File: src/rtl/hash_pkg.sv
// rtl/hash_pkg.sv - shared constants, FSM state type and nibble-to-ASCII helper for the digest path
package hash_pkg;

   localparam int N_H = 8;
   localparam int H_W = 8;

   typedef enum logic {
      IDLE = 1'b0,
      SEND = 1'b1
   } state_t;

   // Lowercase hex digit: 0-9 -> 8'h30-8'h39, a-f -> 8'h61-8'h66
   function automatic logic [7:0] hex_char(input logic [3:0] nib);
      logic [7:0] wide;
      wide = {4'h0, nib};
      return (nib < 4'd10) ? (8'h30 + wide) : (8'h57 + wide);
   endfunction

endpackage

File: src/rtl/hex_nibble_enc.sv
// rtl/hex_nibble_enc.sv - combinational 4-bit nibble to lowercase ASCII hex character
module hex_nibble_enc
   import hash_pkg::*;
(
   input  logic [3:0] nibble,
   output logic [7:0] ascii
);

   assign ascii = hex_char(nibble);

endmodule

File: src/rtl/digest_serializer.sv
// rtl/digest_serializer.sv - snapshots the hash words on start and streams them out one beat per handshake (DIGEST_HEX_ASCII_EN selects ASCII hex output)
module digest_serializer
   import hash_pkg::*;
#(
   parameter  int N_WORDS = N_H,
   parameter  int WORD_W  = H_W,
   localparam int IDX_W   = (N_WORDS > 1) ? $clog2(N_WORDS) : 1,
`ifdef DIGEST_HEX_ASCII_EN
   localparam int OUT_W   = 8
`else
   localparam int OUT_W   = WORD_W
`endif
)(
   input  logic              clk,
   input  logic              reset_n,
   input  logic              start,
   input  logic [WORD_W-1:0] H_in [0:N_WORDS-1],
   output logic              busy,
   output logic              done,
   output logic              out_valid,
   input  logic              out_ready,
   output logic [OUT_W-1:0]  out_data,
   output logic              out_last,
   output logic [IDX_W-1:0]  out_idx
);

   state_t            state_q;
   state_t            state_d;
   logic [WORD_W-1:0] snap_q [0:N_WORDS-1];
   logic [IDX_W-1:0]  word_idx_q;
   logic              done_q;
   logic              last_char;
   logic              last_beat;
   logic              accept;
   logic [WORD_W-1:0] cur_word;

   assign cur_word  = snap_q[word_idx_q];
   assign accept    = (state_q == SEND) && out_ready;
   assign last_beat = (word_idx_q == IDX_W'(N_WORDS - 1)) && last_char;

`ifdef DIGEST_HEX_ASCII_EN
   localparam int N_CHARS = WORD_W / 4;
   localparam int CH_W    = (N_CHARS > 1) ? $clog2(N_CHARS) : 1;

   logic [CH_W-1:0] char_idx_q;
   logic [3:0]      nibble;
   logic [7:0]      ascii;

   assign last_char = (char_idx_q == CH_W'(N_CHARS - 1));

   // Characters go out most-significant nibble first
   always_comb begin
      nibble = cur_word[(N_CHARS - 1 - int'(char_idx_q)) * 4 +: 4];
   end

   hex_nibble_enc u_hex_nibble_enc (
      .nibble (nibble),
      .ascii  (ascii)
   );

   // Character position within the current word; wraps at each word boundary
   always_ff @(posedge clk or negedge reset_n) begin
      if (!reset_n) begin
         char_idx_q <= '0;
      end else if (state_q == IDLE && start) begin
         char_idx_q <= '0;
      end else if (accept) begin
         char_idx_q <= last_char ? '0 : char_idx_q + 1'b1;
      end
   end

   assign out_data = out_valid ? ascii : '0;
`else
   assign last_char = 1'b1;
   assign out_data  = out_valid ? cur_word : '0;
`endif

   // State register
   always_ff @(posedge clk or negedge reset_n) begin
      if (!reset_n) state_q <= IDLE;
      else          state_q <= state_d;
   end

   // Next state and stream-side status; start is only looked at in IDLE
   always_comb begin
      state_d   = state_q;
      busy      = 1'b0;
      out_valid = 1'b0;
      case (state_q)
         IDLE: begin
            if (start) state_d = SEND;
         end
         SEND: begin
            busy      = 1'b1;
            out_valid = 1'b1;
            if (out_ready && last_beat) state_d = IDLE;
         end
         default: state_d = IDLE;
      endcase
   end

   // Snapshot capture, word counter and the end-of-digest pulse
   always_ff @(posedge clk or negedge reset_n) begin
      if (!reset_n) begin
         for (int i = 0; i < N_WORDS; i++) snap_q[i] <= '0;
         word_idx_q <= '0;
         done_q     <= 1'b0;
      end else begin
         done_q <= accept && last_beat;
         if (state_q == IDLE && start) begin
            snap_q     <= H_in;
            word_idx_q <= '0;
         end else if (accept && last_char) begin
            word_idx_q <= last_beat ? '0 : word_idx_q + 1'b1;
         end
      end
   end

   assign done     = done_q;
   assign out_idx  = word_idx_q;
   assign out_last = out_valid && last_beat;

endmodule
File: config.mk
export PLATFORM = sky130hd
export DESIGN_NAME = digest_serializer
export DESIGN_NICKNAME = d
export VERILOG_FILES = /design/src/rtl/hash_pkg.sv /design/src/rtl/hex_nibble_enc.sv /design/src/rtl/digest_serializer.sv
export SDC_FILE = /design/constraint.sdc
export NUM_CORES = 1
export LEC_CHECK = 0
export ABC_CLOCK_PERIOD_IN_PS = 1500
export CAP_MARGIN = 40
export CORE_AREA = 5 5 141 103
export CTS_CLUSTER_SIZE = 12
export DETAILED_ROUTE_END_ITERATION = 10
export DIE_AREA = 0 0 146 108
export GPL_TIMING_DRIVEN = 1
export SLEW_MARGIN = 10
export SYNTH_ARGS = -nofsm -noshare
export SYNTH_HDL_FRONTEND = slang
export SYNTH_SLANG_ARGS = --single-unit
File: constraint.sdc
create_clock -name clk -period 1.5 [get_ports clk]
set_input_delay 0.3 -clock clk [delete_from_list [all_inputs] [get_ports clk]]
set_output_delay 0.3 -clock clk [all_outputs]
set_load 0.1 [all_outputs]
### Yosys cells after proc, flatten, opt, wreduce, memory -nomap -nowiden

Index checks and enable logic that the tools add are counted.

| word-level totals | value |
|---|---|
| flip-flop bits (word level) | 69 |
| bits of input ports | 68 |
| output and inout port bits | 15 |
| logic and storage cells | 33 |

| operators by class | value |
|---|---|
| $add $sub $neg | 1 |
| magnitude comparators | 1 |
| eq/ne operators | 1 |
| multiplexer cells | 11 |
| bitwise operators | 2 |
| reduce and logical (&&, ||, !) cells | 6 |

Operators with widths:

| kind | number |
|---|---|
| binary-select mux 8 bit (select 3 bit) | 1 |
| two-way mux 8 bit | 3 |
| two-way mux 3 bit | 3 |
| logical AND 1 bit | 5 |
| greater-or-equal comparator 4 bit, second input constant | 1 |
| NOT 3 -> 4 bit | 1 |
| adder 3 x 1 -> 3 bit, second input constant | 1 |
| equality test 3 bit, second input constant | 1 |
| two-way mux 1 bit | 3 |
| case mux 1 bit (2 select lines) | 1 |
| nonzero test 2 bit | 1 |
| NOT 1 bit | 1 |

### Longest topological paths before layout

Gate-level depths: netlist of the first run.

| depth | value |
|---|---|
| depth after elaboration | 5 |
| mapped depth | 5 |
| mapped depth without buffers | 4 |

### Worst setup path after synthesis of the first run

No wires, ideal clock.

| timing | value |
|---|---|
| path kind | reg-to-output |
| from | register word_idx_q[2] (netlist: out_idx[2]) |
| to | output port out_data[0] |
| arrival time | 2.962 ns |
| required time | 1.200 ns |
| slack | -1.762 ns |
| cell stages (with the launch flop) | 6 |
| path buffers | 2 |
| cells stage by stage | dfrtp_1 > buf_2 > buf_2 > mux4_2 > mux2i_1 > nor2_1 |

| on the way | value |
|---|---|
| word-level cells in the longest chain between the ends | 5 |

Ends and longest elaborated chain:

| what | line | source |
|---|---|---|
| from (decl) | digest_serializer.sv:30 | `logic [IDX_W-1:0] word_idx_q;` |
| from (signal assigned) | digest_serializer.sv:114 | `word_idx_q <= last_beat ? '0 : word_idx_q + 1'b1;` |
| NOT 3 -> 4 bit (implied by the code) | digest_serializer.sv:37 | `assign cur_word = snap_q[word_idx_q];` |
| binary-select mux 8 bit (select 3 bit) | digest_serializer.sv:37 |  |
| two-way mux 8 bit (implied by the code) (2 in series) | digest_serializer.sv:37 |  |
| two-way mux 8 bit | digest_serializer.sv:75 | `assign out_data = out_valid ? cur_word : '0;` |
| to (decl) | digest_serializer.sv:22 | `output logic [OUT_W-1:0] out_data,` |

Every way passes these cells. The select of a mux whose other input is x is not followed.

### Worst setup path in the final report of the first run

| timing | value |
|---|---|
| from | register word_idx_q[1] (netlist: out_idx[1]) |
| to | output port out_data[3] |

The elaborated chain is that of the path after synthesis.

==> flow_metrics.py, run 1 <==
metrics = {
    "status": {
        "status": "complete, but fails checks",
        "violations": "negative setup slack",
    },
    "logic_synthesis": {
        "syn_nets": 261,
        "yosys.cell_types.count": 17,
        "synth_area_leaders": "dfrtp_1, mux2_2, mux4_1",
        "synthAdderAreaFrac_pct": 0.788,
        "synth_simple_gate_area_share_pct": 1.89,
        "synth_compound_area_share_pct": 1.18,
        "yosysTopAreaCell": "dfrtp_1",
        "avgSynthCellArea_um2": 16.6,
        "syn_inst": 191,
        "synth-seq-cells": 69,
        "synth_top_family_by_area": "multiplexers",
        "yosysTopAreaCellShare_pct": 54.4,
        "synthXorXnorAreaFrac_pct": 0,
        "synth-seq-area-share_pct": 54.4,
        "synthMuxAreaShare_pct": 37.6,
        "yosys_warnings": 0,
        "syn_area_um2": 3180,
    },
    "power": {
        "leakagePower_nw": 2.41,
        "power-per-cell-area_nw_per_um2": 2600,
        "ir_drop_mv": 2.03,
    },
    "cts": {
        "htreeDepth": 3,
        "clk_pin_slew_worst_paths_ps": 60,
        "cts_buffers": 9,
        "clockRootBuffer": "clkbuf_16",
        "clk_latency_ps": 330,
        "cts_buffer_depth": 2,
        "cts_sinks": 69,
        "cts_tree": "yes",
    },
    "floorplanning": {
        "placementRows": 35,
        "num_io_pins": 83,
        "dieWidth_um": 146,
        "die_y_um": 108,
        "core_area_um2": 12900,
        "initial_core_util_pct": 24.6,
        "dieArea_um2": 15800,
    },
    "timing": {
        "hold_viol_final": 0,
        "worst_pin_slew_ps": 247,
        "slew_violations": 0,
        "finalClockSkew_ps": 5.79,
        "fmax_ghz": 0.455,
        "fin_ws_ps": -698,
        "fin_crit_ps": 2200,
        "setup_viol": 15,
        "finalCritPeriodShare_pct": 147,
        "rsz0062_at_grt": "yes",
        "whs_ps": 382,
        "slew-limit-headroom_pct": 83.6,
    },
    "critical_path": {
        "path_class": "reg -> out",
        "required_ps": 1200,
        "critical-path-slowest-cell": "mux4_2",
        "path_max_fanout": 4,
        "crit_arrival_ps": 1900,
        "crit_path_end_kind": "output pin",
        "path_cells": "buf_12, mux4_2, mux2i_2, nor2_4, buf_12",
        "worstSetupStartpointType": "flop",
        "crit_top_cell": "buf_12",
        "cpPeakStageDelay_ps": 510,
    },
    "route": {
        "vias": 2130,
        "drcViolationCount": 0,
        "antenna_left": 0,
        "routed_wl_mm": 8.36,
        "wl_per_cell_um": 16.4,
        "viasPerCell": 4.18,
        "firstDrtPassIters": 4,
        "first_iter_violations": 62,
    },
    "placed_design": {
        "placed_cell_area_um2": 5070,
        "hpwl_mm": 5.87,
        "gp_congestion": 0.715,
        "pre_cts_ws_ps": -565,
        "io_buffers": 82,
    },
    "layout": {
        "drive_gt1_share_pct": 59.0,
        "antenna_cells": 0,
        "synthToLayoutAreaGrowth_pct": 75.7,
        "fin_area_um2": 5580,
        "fin_util_pct": 43.2,
        "n_fill_cell": 1136,
        "fin_nets": 409,
        "seq_area_um2": 1740,
        "final_common_cell": "clkdlybuf4s50_1",
        "multi_input_area_um2": 1710,
        "layout_common_cells": "clkdlybuf4s50_1, dfrtp_1, mux2_4",
    },
    "grt": {
        "grt_max_degree": 38,
        "grt_use_total_pct": 11.0,
        "grt_pass1_wl_mm": 13.2,
        "first_global_vias": 2439,
        "antenna_found_initial": 0,
        "gr-total-overflow": 0,
    },
    "hold_path": {
        "min_path_type": "in -> async",
    },
    "flow_run": {
        "maxCapViolations": 0,
    },
}
[through the flow]
| stage | setup TNS (ps) | total power [W] | instances |
|---|---|---|---|
| floorplan | -9280 | 0.00844 | 191 |
| global placement | -22170 | 0.0114 | 487 |
| detailed placement | -21310 | 0.0115 | 487 |
| CTS | -6790 | 0.0143 | 510 |
| global route | -7240 | 0.0152 | 510 |
| finish | -6430 | 0.0145 | 510 |
[power by group]
part	switching (W)	internal, W
sequential	0.000580	0.00279
clock	0.000753	0.00145
combinational	0.00425	0.00472
total	0.00558	0.00896
[repair_timing]
action                     4_1_cts  5_1_grt
cloned                           0        0
buffers inserted                 6        0
resized for setup               21       13
setup endpoints to repair       15       15
hold endpoints to repair        15        0
pin swaps                        3        2
hold buffers                     1        0
[sequential cells by signal, summed over array words and instances (netlist names)]
signal and count:
done 1, out_idx 3, snap_q 64, state_q 1
[cells by family after synthesis]
kind of cell | count (synthesis)
AO/OA/AOI/OAI | 4
adder cells (fa/ha/maj) | 2
buffers and inverters | 14
flip-flops | 69
multiplexers | 88
AND/OR/NAND/NOR | 14
[cell usage after synthesis (all sizes together)]
cell type,instances
dfrtp,69
mux2,64
mux4,16
buf,13
nor2,11
mux2i,8
a32o,3
ha,2
and2,1
and3,1
clkinv,1
nor2b,1
o21bai,1
[routing by layer]
layer	vias up	part of all wire, %	global-route usage [%]	routed length [um]
met2	59	43	15.6	3600
met3	3	5.0	3.69	416
met4	0	0.48	2.82	40
met1	1059	51	16.0	4300
li1	1009	-	-	-
met5	-	0	0	0
[area by class of cell]
type	instances	area share, %
clock buffers	11	4.17
well taps	166	3.72
clock inverters	5	1.35
multi-input cells	108	30.7
flip-flops and latches	69	31.2
repair buffers	150	28.8
inverters	1	0.0897
[worst paths after layout]
| path | slack (ps) | depth (start not counted) | end | start |
|---|---|---|---|---|
| worst max-delay path | -700 | 5 | out_data[3] | out_idx[1] |
| worst min-delay path | 380 | 2 | snap_q[23] | reset_n |
| worst max register to register | -90 | 7 | state_q | out_idx[1] |
| worst min register to register | 510 | 1 | snap_q[63] | snap_q[63] |
| max in group asynchronous | 600 | 3 | snap_q[38] | reset_n |
| min in group clk | 510 | 1 | snap_q[63] | snap_q[63] |
[worst max-delay path, delay by kind of cell, from the launching register on]
family | cells | cell delay [ps]
buffers and inverters | 2 | 300
AND/OR/NAND/NOR | 1 | 60
multiplexers | 2 | 730
flip-flops | 1 | 470
No activity file was read; power rests on OpenSTA's default activity.
==> run 2: changes to the inputs <==
- REMOVE_ABC_BUFFERS: unset -> 1
- SKIP_CTS_REPAIR_TIMING: unset -> 1
- TNS_END_PERCENT: unset -> 100
==> flow_metrics.py, run 2 (synthesized netlist as in run 1, its figures left out) <==
metrics = {
    "status": {
        "status": "complete, but fails checks",
        "violations": "negative setup slack",
    },
    "route": {
        "drcViolationCount": 0,
        "routed_wl_mm": 7.83,
        "wl_per_cell_um": 16.6,
        "viasPerCell": 4.31,
        "antenna_left": 0,
        "first_iter_violations": 47,
        "vias": 2033,
        "firstDrtPassIters": 4,
    },
    "power": {
        "leakagePower_nw": 2.06,
        "switchingPower_w": 0.00490,
        "ir_drop_mv": 1.98,
        "power_w": 0.0124,
        "pwr-share-clk_pct": 17.5,
        "p_comb_share_pct": 56.4,
        "switching_share_pct": 39.5,
        "internal_power_w": 0.00752,
        "power-per-cell-area_nw_per_um2": 2550,
        "seq_power_share_pct": 26.1,
    },
    "timing": {
        "rsz0062_at_grt": "yes",
        "hold_viol_final": 0,
        "fin_crit_ps": 2180,
        "fmax_ghz": 0.460,
        "setup_viol": 11,
        "finalClockSkew_ps": 7.65,
        "fin_ws_ps": -676,
        "worst_pin_slew_ps": 394,
        "slew-limit-headroom_pct": 73.8,
        "slew_violations": 0,
        "finalCritPeriodShare_pct": 145,
    },
    "placed_design": {
        "io_buffers": 82,
        "hpwl_mm": 5.32,
        "gp_congestion": 0.678,
        "dp.cells": 449,
    },
    "critical_path": {
        "path_class": "reg -> out",
        "path_max_fanout": 6,
        "required_ps": 1200,
        "worstSetupStartpointType": "flop",
        "crit_arrival_ps": 1880,
        "crit_path_end_kind": "output pin",
        "reg2reg_depth": 7,
    },
    "layout": {
        "stdcell_count": 472,
        "n_fill_cell": 1224,
        "final_common_cell": "dfrtp_1",
        "largest-register": "snap_q",
        "largest_register_ffs": 64,
        "antenna_cells": 0,
        "synthToLayoutAreaGrowth_pct": 53.6,
        "layout_common_cells": "dfrtp_1, clkdlybuf4s50_1, mux2_2",
        "drive_gt1_share_pct": 47.4,
        "fin_nets": 371,
    },
    "grt": {
        "grt_max_degree": 70,
        "antenna_found_initial": 0,
        "first_global_vias": 2193,
        "gr-total-overflow": 0,
        "grt_pass1_wl_mm": 12.2,
        "grt_use_total_pct": 10.0,
    },
    "floorplanning": {
        "die_y_um": 108,
        "dieWidth_um": 146,
        "placementRows": 35,
        "num_io_pins": 83,
        "core_area_um2": 12900,
        "initial_core_util_pct": 24.6,
        "dieArea_um2": 15800,
    },
    "cts": {
        "cts_buffer_depth": 2,
        "clk_pin_slew_worst_paths_ps": 60,
        "clockRootBuffer": "clkbuf_16",
        "cts_tree": "yes",
        "clk_latency_ps": 330,
        "cts_sinks": 69,
        "cts_buffers": 9,
        "htreeDepth": 3,
    },
    "flow_run": {
        "maxCapViolations": 0,
    },
    "hold_path": {
        "min_path_type": "in -> reg",
        "whs_path_depth": 3,
    },
}
## run 2: changes by cell type in the layout (fill, tap and decap cells not counted), moves of 3 or more
cell,previous run,this run
buf_6,0,4
clkbuf_8,0,3
buf_4,58,19
buf_12,25,20
nor2_2,0,3
mux2i_1,0,8
mux2_2,4,64
clkinv_2,4,1
mux2i_4,7,0
nor2_1,2,8
dfrtp_4,4,0
nor2_4,9,0
mux2_4,60,0
## run 2: routing by layer
layer | routed length (um) | vias up | GRT usage (%)
met4 | 74 | 0 | 2.62
met3 | 593 | 9 | 4.69
met1 | 3850 | 1023 | 13.7
met5 | 0 | - | 0
li1 | - | 935 | -
met2 | 3320 | 66 | 14.4
## run 2: worst paths after layout
kind | endpoint | from | slack (ps)
worst min register to register | snap_q[28] | snap_q[28] | 500
worst max-delay path | out_data[0] | out_idx[1] | -680
min in group asynchronous | snap_q[19] | reset_n | 510
worst max register to register | out_idx[0] | out_idx[1] | -10
max in group asynchronous | out_idx[1] | reset_n | 630
worst min-delay path | state_q | start | 300
## run 2: stage by stage
| step | utilization (%) | hold slack, ps | TNS [ps] | cell area [um2] | setup WS [ps] |
|---|---|---|---|---|---|
| floorplan | - | 4.41 | -244160 | 3050 | -3400 |
| global placement | 34.5 | 334 | -19220 | 4450 | -335 |
| detailed placement | 34.5 | 340 | -19700 | 4450 | -348 |
| CTS | 36.9 | -10.4 | -6010 | 4770 | -707 |
| global route | 37.8 | 343 | -6680 | 4880 | -759 |
| finish | 37.8 | 299 | -5750 | 4880 | -676 |
## run 2: critical path, stage by stage, from the launching register on
cell,delay (ps)
dfrtp_2,410
buf_6,110
clkbuf_16,140
mux4_2,490
mux2i_1,140
nor2_1,90
buf_12,170
## run 2: power by group through the flow
stage / Clock, W / Combinational (W) / Sequential, W
4_1_cts: 0.00224 / 0.00681 / 0.00321
6_report: 0.00217 / 0.00701 / 0.00325
2_1_floorplan: 0 / 0.00308 / 0.00358
5_1_grt: 0.00233 / 0.00739 / 0.00337
3_3_place_gp: 0 / 0.00673 / 0.00322
3_5_place_dp: 0 / 0.00679 / 0.00323
## run 2: layout make-up
| cell class | instances | area, um2 | share of cell area (%) |
|---|---|---|---|
| Tap cell | 166 | 208 | 4.26 |
| Multi-Input combinational cell | 108 | 1320 | 26.9 |
| Inverter | 1 | 3.75 | 0.0769 |
| Sequential cell | 69 | 1730 | 35.4 |
| Clock buffer | 13 | 270 | 5.54 |
| Timing Repair Buffer | 112 | 1310 | 26.9 |
| Clock inverter | 3 | 42.5 | 0.872 |
